==> src/rtl/prisoner_seeker.sv <==
// Loop-strategy seeker: walks box pointers from box[prisoner_id] until it finds its own id,
// hits an illegal pointer, or runs out of opens. Define SEEKER_ABORT_EN to add the abort input.
module prisoner_seeker #(
   parameter int NUM_BOXES = 100,
   parameter int MAX_OPENS = 50,
   parameter int DATA_W    = 8
) (
   input  logic              clk,
   input  logic              rst_n,
   input  logic              start,
   input  logic [DATA_W-1:0] prisoner_id,
`ifdef SEEKER_ABORT_EN
   input  logic              abort,
`endif
   output logic [2:0]        box_state,
   output logic [DATA_W-1:0] box_sel,
   input  logic [DATA_W-1:0] box_data,
   output logic              busy,
   output logic              done,
   output logic              found,
   output logic              err,
   output logic [7:0]        opens_used
);

   typedef enum logic [1:0] {IDLE, OPEN, READ, FINISH} state_t;

   localparam logic [2:0]        ST_IDLE = 3'b000;
   localparam logic [2:0]        ST_OUT  = 3'b010;
   localparam logic [DATA_W:0]   NB      = NUM_BOXES[DATA_W:0];
   localparam logic [7:0]        MAXO    = MAX_OPENS[7:0];

   state_t            state_q;
   logic [DATA_W-1:0] id_q, sel_q;
   logic [2:0]        bst_q;
   logic              busy_q, done_q, found_q, err_q;
   logic [7:0]        opens_q;
   logic              abort_w;

`ifdef SEEKER_ABORT_EN
   assign abort_w = abort;
`else
   assign abort_w = 1'b0;
`endif

   function automatic logic legal(input logic [DATA_W-1:0] v);
      return ({1'b0, v} < NB);
   endfunction

   always_ff @(posedge clk or negedge rst_n) begin
      if (!rst_n) begin
         state_q <= IDLE;
         id_q    <= '0;
         sel_q   <= '0;
         bst_q   <= ST_IDLE;
         busy_q  <= 1'b0;
         done_q  <= 1'b0;
         found_q <= 1'b0;
         err_q   <= 1'b0;
         opens_q <= '0;
      end else begin
         done_q <= 1'b0;
         case (state_q)
            IDLE: begin
               if (start) begin
                  found_q <= 1'b0;
                  opens_q <= '0;
                  if (legal(prisoner_id)) begin
                     id_q    <= prisoner_id;
                     sel_q   <= prisoner_id;
                     err_q   <= 1'b0;
                     bst_q   <= ST_OUT;
                     busy_q  <= 1'b1;
                     state_q <= OPEN;
                  end else begin
                     err_q   <= 1'b1;
                     done_q  <= 1'b1;
                     state_q <= FINISH;
                  end
               end
            end
            OPEN: begin
               // The open in progress is counted even when aborted here.
               opens_q <= opens_q + 8'd1;
               bst_q   <= ST_IDLE;
               if (abort_w) begin
                  err_q   <= 1'b1;
                  busy_q  <= 1'b0;
                  done_q  <= 1'b1;
                  state_q <= FINISH;
               end else begin
                  state_q <= READ;
               end
            end
            READ: begin
               if (abort_w) begin
                  err_q   <= 1'b1;
                  busy_q  <= 1'b0;
                  done_q  <= 1'b1;
                  state_q <= FINISH;
               end else if (box_data == id_q) begin
                  found_q <= 1'b1;
                  busy_q  <= 1'b0;
                  done_q  <= 1'b1;
                  state_q <= FINISH;
               end else if (!legal(box_data)) begin
                  err_q   <= 1'b1;
                  busy_q  <= 1'b0;
                  done_q  <= 1'b1;
                  state_q <= FINISH;
               end else if (opens_q == MAXO) begin
                  busy_q  <= 1'b0;
                  done_q  <= 1'b1;
                  state_q <= FINISH;
               end else begin
                  sel_q   <= box_data;
                  bst_q   <= ST_OUT;
                  state_q <= OPEN;
               end
            end
            FINISH: state_q <= IDLE;
            default: state_q <= IDLE;
         endcase
      end
   end

   assign box_state  = bst_q;
   assign box_sel    = sel_q;
   assign busy       = busy_q;
   assign done       = done_q;
   assign found      = found_q;
   assign err        = err_q;
   assign opens_used = opens_q;

endmodule

==> config.mk <==
export PLATFORM = sky130hd
export DESIGN_NAME = prisoner_seeker
export DESIGN_NICKNAME = d
export VERILOG_FILES = /design/src/rtl/prisoner_seeker.sv
export SDC_FILE = /design/constraint.sdc
export NUM_CORES = 1
export LEC_CHECK = 0
export CORE_MARGIN = 2
export CORE_UTILIZATION = 43
export CTS_BUF_LIST = sky130_fd_sc_hd__clkbuf_16
export DETAILED_ROUTE_END_ITERATION = 7
export PLACE_DENSITY = 0.76
export SLEW_MARGIN = 25
export SYNTH_ARGS = -nofsm -noshare
export SYNTH_HDL_FRONTEND = slang
export SYNTH_SLANG_ARGS = --single-unit
==> constraint.sdc <==
create_clock -name clk -period 1.6 [get_ports clk]
set_input_delay 0.16 -clock clk [delete_from_list [all_inputs] [get_ports clk]]
set_output_delay 0.16 -clock clk [all_outputs]
set_load 0.02 [all_outputs]
==> impl_table.tex, run 1 <==
\begin{tabular}{lr}
\hline
Metric & Value \\
\hline
\multicolumn{2}{l}{\textbf{Status}} \\
Status & finished with violations \\
Violated checks & negative setup slack \\
\multicolumn{2}{l}{\textbf{Timing}} \\
Number of hold-slack violations in the final timing report & 0 \\
Unrepaired setup endpoints after global routing & yes \\
Clock period minus worst slack & 1.624 ns \\
Period Utilization, post-route & 1.015 \\
Final Worst Setup Slack & -0.02428 ns \\
Max-slew violations & 0 \\
Worst Skew & around 0.0033 ns \\
Final setup violation count & 7 \\
Maximum clock frequency & 615.7 MHz \\
\multicolumn{2}{l}{\textbf{Global route}} \\
Number of global-route vias before repair & approximately 1500 \\
GRT Util Overall & 0.2291 \\
Overflow left after global routing & 0 \\
Number of antenna violations at the first check in global routing & 0 \\
Wire length of the first global-routing pass & a little under 7 mm \\
Pin count of the biggest net entering global routing & 32 \\
\multicolumn{2}{l}{\textbf{Worst setup path}} \\
Signal arrival time at the worst endpoint & 1.77 ns \\
Length in cells of the worst reg-to-reg path & 8 \\
Critical register-to-register path endpoint & box\_sel[2] \\
Critical R2R Launch & opens\_used[0] \\
List of cells traversed by the critical path & inv\_2 -> ha\_2 -> nand4b\_1 -> nor4\_4 -> o21a\_4 -> a211oi\_4 -> buf\_12 -> a2bb2oi\_2 \\
Setup crit start & opens\_used[0] \\
Setup slack of the worst register-to-register path & -0.02 ns \\
Crit path kind & reg -> reg \\
Crit. End Element & flop \\
Type of origin of the critical path & flop \\
Crit path required time & 1.74 ns \\
Slowest CP cell & dfrtp\_2 \\
Worst Path Max Fanout & 8 \\
Highest cell delay on the worst timing path & 0.40 ns \\
\multicolumn{2}{l}{\textbf{Cells and area}} \\
Fraction of layout instances using a drive strength above 1 & 0.2654 \\
P\&R area growth vs syn & 58.30\% \\
Leading cell type in the layout, fill and taps excluded & clkdlybuf4s50\_1 \\
Number of filler cells placed in the layout & 264 \\
Most frequent cells in the layout & clkdlybuf4s50\_1, dfrtp\_1, buf\_4 \\
Non-Filler Cell Area, Final & 2399 um\^{}2 \\
Final core occ & 0.7132 \\
Number of nets in the final layout & 231 \\
Number of antenna repair diodes & 0 \\
\multicolumn{2}{l}{\textbf{Pwr}} \\
Standby leakage power & 1.050 nW \\
Power density relative to cell area & 1809 nW/um\^{}2 \\
Peak VDD IR & approximately 980 uV \\
\multicolumn{2}{l}{\textbf{Route}} \\
Drt first-iter violations & 98 \\
Remaining antenna violation count after routing & 0 \\
Met1 wire length & 1.616 mm \\
Final wirelength & about 4.1 mm \\
Number of vias after detailed routing & 1425 \\
Number of remaining DRC errors & 0 \\
Average wire per standard cell & 15.89 um \\
Top layer used by detailed routing & met4 \\
Length of routed met3 wiring & 242 um \\
Via density per instance & 5.545 \\
DR WL met2 & 2.174 mm \\
Number of detailed-routing iterations run before antenna repair & 4 \\
\multicolumn{2}{l}{\textbf{Floorplanning}} \\
Number of placement rows & 21 \\
Number of top-level pins & 42 \\
Overall die area & 4014 um\^{}2 \\
Placeable core area & 3363 um\^{}2 \\
Die outline height & 63.36 um \\
Initial core utilization & 0.4505 \\
Die X & 63.36 um \\
\multicolumn{2}{l}{\textbf{Flow run}} \\
Max\_cap viols & 0 \\
\multicolumn{2}{l}{\textbf{Logic synthesis}} \\
Post-synth EDFFs & 0 \\
Yosys synthesis warning count & 0 \\
Syn avg cell area & 10.60 um\^{}2 \\
Netlist area before placement & 1515 um\^{}2 \\
Seq/Total Area, Yosys & 0.5120 \\
Flip-flop cell with the highest count after synthesis & dfrtp\_1 \\
Share of async-settable or async-resettable flops after synthesis & 1.000 \\
Post-synthesis register bit count & 31 \\
Cells after Synth & around 140 \\
Count of unique library cells instantiated by Yosys & 37 \\
\multicolumn{2}{l}{\textbf{Place}} \\
Input/output buffers & 39 \\
Instance area after placement & between 2000 and 2500 um\^{}2 \\
Final weighted congestion in routability-driven placement & 0.8061 \\
Half-perimeter wire length after detailed placement & 2.778 mm \\
\multicolumn{2}{l}{\textbf{Clock tree}} \\
TritonCTS clock tree & yes \\
Total CTS buffers & 5 \\
H-Tree Level Count & 2 \\
Clock root buffer & clkbuf\_16 \\
Maximum clock insertion buffer count & 2 \\
Clock transition at the register clock pins on the worst setup and hold paths after CTS & 0.05 ns \\
Clock tree sinks & 31 \\
Worst skew pair latency & 0.27 ns \\
\multicolumn{2}{l}{\textbf{Hold path}} \\
Worst Hold Class & in -> async \\
\hline
\end{tabular}
what timing repair did:
item | 4_1_cts | 5_1_grt
hold buffers | 0 | 0
buffers inserted | 3 | 2
pin swaps | 4 | 2
setup endpoints to repair | 10 | 13
gates resized for setup | 20 | 3
sequential cells by signal, indices dropped and copies added, names as in the netlist:
signal / flops
box_sel: 8
box_state: 1
busy: 1
done: 1
err: 1
found: 1
id_q: 8
opens_used: 8
state_q: 2
how the worst max path moves through the flow:
stage	endpoint	depth (start not counted)
after CTS	box_sel[0]	8
after global routing	box_sel[0]	6
after global placement	box_sel[3]	6
final	box_sel[2]	8
after detailed placement	box_sel[1]	6
after floorplan	box_sel[0]	6
layout make-up:
| cell class | instances | area, um^2 | area share |
|---|---|---|---|
| timing repair buffer | 65 | 611.8 | 0.2551 |
| clock inverter | 3 | 11.26 | 0.004695 |
| clock buffer | 5 | 125.1 | 0.05216 |
| multi-input combinational | 103 | 799.5 | 0.3333 |
| sequential | 31 | 778.2 | 0.3245 |
| tap | 46 | 57.56 | 0.02400 |
| inverter | 4 | 15.01 | 0.006260 |
per-stage QoR:
| stage | hold WS [ns] | setup slack (ns) | total power, mW | instances | TNS, ns |
|---|---|---|---|---|---|
| 6_report | 0.2782 | -0.02428 | 4.339 | 257 | -0.1319 |
| 5_1_grt | 0.3179 | -0.1078 | 4.606 | 257 | -0.7431 |
| 4_1_cts | 0.2929 | -0.01477 | 4.284 | 256 | -0.07059 |
| 3_5_place_dp | 0.4793 | -0.4638 | 3.127 | 246 | -6.462 |
| 3_3_place_gp | 0.4681 | -0.3352 | 3.073 | 246 | -4.899 |
| 2_1_floorplan | -0.1356 | 0.03391 | 2.320 | 144 | 0 |
where the power goes:
group / internal (mW) / switching (mW)
clock network: 0.557 / 0.313
logic: 1.13 / 1.04
registers: 1.08 / 0.227
total: 2.76 / 1.57
logic make-up after synthesis:
group,after synthesis,synth area share
multiplexers,9,0.06524
adder cells (fa/ha/maj),2,0.01651
flip-flops,31,0.5120
buffers and inverters,10,0.03054
AO/OA/AOI/OAI,42,0.1891
AND/OR/NAND/NOR,39,0.1321
XOR/XNOR,9,0.05203
other,1,0.002475
worst max-delay path, delay by kind of cell, from the launching register on:
kind                       cells  cell delay [ns]
AOI/OAI and AO/OA              3             0.38
buffers and inverters          2             0.20
and+or+nand+nor                2             0.37
DFF                            1             0.40
adders and majority gates      1             0.15
synth_stat cells, types with 3 or more instances:
library cell | count | area (um^2)
o21ai_0 | 10 | 50.05
nand4_1 | 6 | 37.54
a21oi_1 | 5 | 25.02
xnor2_1 | 8 | 70.07
a2bb2oi_1 | 7 | 61.31
nand2_1 | 10 | 37.54
nor2_1 | 9 | 33.78
mux2_2 | 7 | 78.83
dfrtp_1 | 31 | 775.7
clkbuf_1 | 3 | 11.26
o22ai_1 | 9 | 56.30
inv_1 | 4 | 15.01
routing by layer:
metal / up-vias / GRT usage
met1: 698 / 0.2655
met2: 70 / 0.4092
met3: 4 / 0.05357
li1: 653 / -
met5: - / 0
met4: 0 / 0.08424
No activity file was read; power rests on OpenSTA's default activity.
==> run 2, diff against run 1 <==
--- a/config.mk
+++ b/config.mk
@@ -6,10 +6,11 @@
 export NUM_CORES = 1
 export LEC_CHECK = 0
 export CORE_MARGIN = 2
-export CORE_UTILIZATION = 43
+export CORE_UTILIZATION = 45
 export CTS_BUF_LIST = sky130_fd_sc_hd__clkbuf_16
 export DETAILED_ROUTE_END_ITERATION = 7
-export PLACE_DENSITY = 0.76
+export DONT_BUFFER_PORTS = 1
+export GPL_ROUTABILITY_DRIVEN = 0
 export SLEW_MARGIN = 25
 export SYNTH_ARGS = -nofsm -noshare
 export SYNTH_HDL_FRONTEND = slang
==> run 2 against run 1 <==
The flow now finishes without violations. Count of clock-buffer cells in the layout unchanged. Register-to-register slack gained 0.06 ns. Via count decreased by 16%. Power fell by 17%. Flip-flop and latch count unchanged. Fmax rose by 3.7%. Hold slack worse by 0.25 ns. Sequential power grew 12%.
==> impl_table.tex, run 2 (synthesized netlist as in run 1, its figures left out) <==
\begin{tabular}{lr}
\hline
Metric & Value \\
\hline
\multicolumn{2}{l}{\textbf{Cells and area}} \\
Number of nets in the final layout & roughly 180 \\
Non-filler instance count after layout & 210 \\
P\&R area growth vs syn & 22.63\% \\
Non-Filler Cell Area, Final & 1858 um\^{}2 \\
Leading cell type in the layout, fill and taps excluded & dfrtp\_1 \\
Fraction of layout instances using a drive strength above 1 & 0.2134 \\
Most frequent cells in the layout & dfrtp\_1, buf\_4, nand2\_1, o21ai\_0 \\
Number of antenna repair diodes & 0 \\
\multicolumn{2}{l}{\textbf{Place}} \\
Placed Cells & 199 \\
Instance area after placement & 1663 um\^{}2 \\
Half-perimeter wire length after detailed placement & around 2.6 mm \\
Post-Place Worst Slack & -0.02430 ns \\
Input/output buffers & 0 \\
\multicolumn{2}{l}{\textbf{Worst setup path}} \\
Crit. End Element & flop \\
Signal arrival time at the worst endpoint & $\sim$1.8 ns \\
Highest cell delay on the worst timing path & 0.40 ns \\
Crit path required time & 1.80 ns \\
Slowest CP cell & dfrtp\_1 \\
Crit path kind & reg -> reg \\
Worst Path Max Fanout & 8 \\
List of cells traversed by the critical path & ha\_4 -> nand4b\_1 -> nor4\_2 -> o21a\_1 -> a211oi\_4 -> a2bb2oi\_1 \\
Type of origin of the critical path & flop \\
\multicolumn{2}{l}{\textbf{Pwr}} \\
Switching power share of the total & 0.3827 \\
Peak VDD IR & 953.9 uV \\
P\_sw & 1.386 mW \\
Fraction of power consumed by combinational cells & 0.356 \\
Power density relative to cell area & 1949 nW/um\^{}2 \\
Clk network pwr share & 0.245 \\
Standby leakage power & just over 0.8 nW \\
Share of total power in sequential cells & 0.400 \\
Internal power & 2.236 mW \\
\multicolumn{2}{l}{\textbf{Global route}} \\
Wire length of the first global-routing pass & 5.775 mm \\
GRT Util Overall & 0.2135 \\
Busiest layer in global routing & met2 \\
Number of antenna violations at the first check in global routing & 0 \\
Pin count of the biggest net entering global routing & 32 \\
Met2 layer usage reported by global route & 0.3542 \\
GR met1 Demand/Resource & 0.2543 \\
Global-route track usage on met3 & 0.09317 \\
Overflow left after global routing & 0 \\
Number of global-route vias before repair & 1266 \\
\multicolumn{2}{l}{\textbf{Route}} \\
Drt first-iter violations & 50 \\
Remaining antenna violation count after routing & 0 \\
Number of detailed-routing iterations run before antenna repair & 4 \\
Final wirelength & between 3 and 4 mm \\
Number of remaining DRC errors & 0 \\
Number of vias after detailed routing & 1191 \\
Via density per instance & 5.671 \\
Average wire per standard cell & 16.97 um \\
\multicolumn{2}{l}{\textbf{Clock tree}} \\
Total CTS buffers & 5 \\
Clock tree sinks & 31 \\
Buffer count from post-CTS setup fixing & 0 \\
Clock root buffer & clkbuf\_16 \\
Maximum clock insertion buffer count & 2 \\
H-Tree Level Count & 2 \\
Clock transition at the register clock pins on the worst setup and hold paths after CTS & 0.05 ns \\
TritonCTS clock tree & yes \\
Worst skew pair latency & 0.28 ns \\
\multicolumn{2}{l}{\textbf{Floorplanning}} \\
Overall die area & 3847 um\^{}2 \\
Die X & around 62 um \\
Die outline height & 62.03 um \\
Placeable core area & 3284 um\^{}2 \\
Number of placement rows & 21 \\
Number of top-level pins & 42 \\
Initial core utilization & 0.4613 \\
\multicolumn{2}{l}{\textbf{Timing}} \\
Worst hold slack across all endpoints & approximately 0.032 ns \\
Unrepaired setup endpoints after global routing & yes \\
Period Utilization, post-route & 0.9789 \\
Max-slew violations & 0 \\
Maximum clock frequency & between 600 and 700 MHz \\
Number of hold-slack violations in the final timing report & 0 \\
Clock period minus worst slack & 1.566 ns \\
Final Worst Setup Slack & 0.03380 ns \\
Worst Skew & 0.002572 ns \\
Setup TNS Final & 0 ns \\
Final setup violation count & 0 \\
\multicolumn{2}{l}{\textbf{Hold path}} \\
Worst Hold Class & in -> reg \\
\multicolumn{2}{l}{\textbf{Flow run}} \\
Max\_cap viols & 0 \\
\multicolumn{2}{l}{\textbf{Status}} \\
Status & finished, final reports clean \\
\hline
\end{tabular}
==> run 2: cell type report <==
| type | instances | area (um^2) |
|---|---|---|
| tap | 46 | 57.56 |
| clock inverter | 3 | 11.26 |
| multi-input combinational | 103 | 719.4 |
| timing repair buffer | 18 | 152.6 |
| inverter | 4 | 15.01 |
| clock buffer | 5 | 125.1 |
| sequential | 31 | 777.0 |
| fill | 296 | 1426 |
==> run 2: timing repair <==
action	in CTS	in global routing
gates resized for setup	2	2
endpoints found under the setup margin	8	10
hold buffers	3	0
hold endpoints to repair	32	0
pin swaps	0	1
cloned	0	0
==> run 2: power by group through the flow <==
stage | combinational (mW) | clock [mW] | sequential (mW)
2_1_floorplan | 0.870 | 0 | 1.45
3_3_place_gp | 1.20 | 0 | 1.45
3_5_place_dp | 1.25 | 0 | 1.45
4_1_cts | 1.28 | 0.902 | 1.44
5_1_grt | 1.44 | 0.937 | 1.48
6_report | 1.29 | 0.887 | 1.45
==> run 2: worst paths after layout <==
path                            endpoint           start  depth (start not counted)  slack [ns]
min                              id_q[4]  prisoner_id[4]                          1        0.03
max reg2reg                   box_sel[4]   opens_used[1]                          6        0.03
max                           box_sel[4]   opens_used[1]                          6        0.03
min reg2reg                      id_q[7]         id_q[7]                          1        0.52
min in group asynchronous           done           rst_n                          2        0.33
max in group asynchronous  opens_used[0]           rst_n                          2        1.09
==> run 2: worst max-delay path: cells and delay by family (launching register included) <==
kind	cells	cell delay, ns
and+or+nand+nor	2	0.16
AOI/OAI and AO/OA	3	0.77
DFF	1	0.40
adders and majority gates	1	0.16
==> run 2: routing by layer <==
metal | up-vias | wire length [um] | share of wire
met4 | 0 | 51 | 0.014
li1 | 560 | - | -
met2 | 39 | 1762 | 0.49
met5 | - | 0 | 0
met3 | 6 | 315 | 0.088
met1 | 586 | 1435 | 0.40
==> run 2: stage by stage <==
stage	power [mW]	util
3_3_place_gp	2.650	0.5063
6_report	3.622	0.5657
2_1_floorplan	2.320	-
5_1_grt	3.863	0.5657
3_5_place_dp	2.701	0.5063
4_1_cts	3.627	0.5627
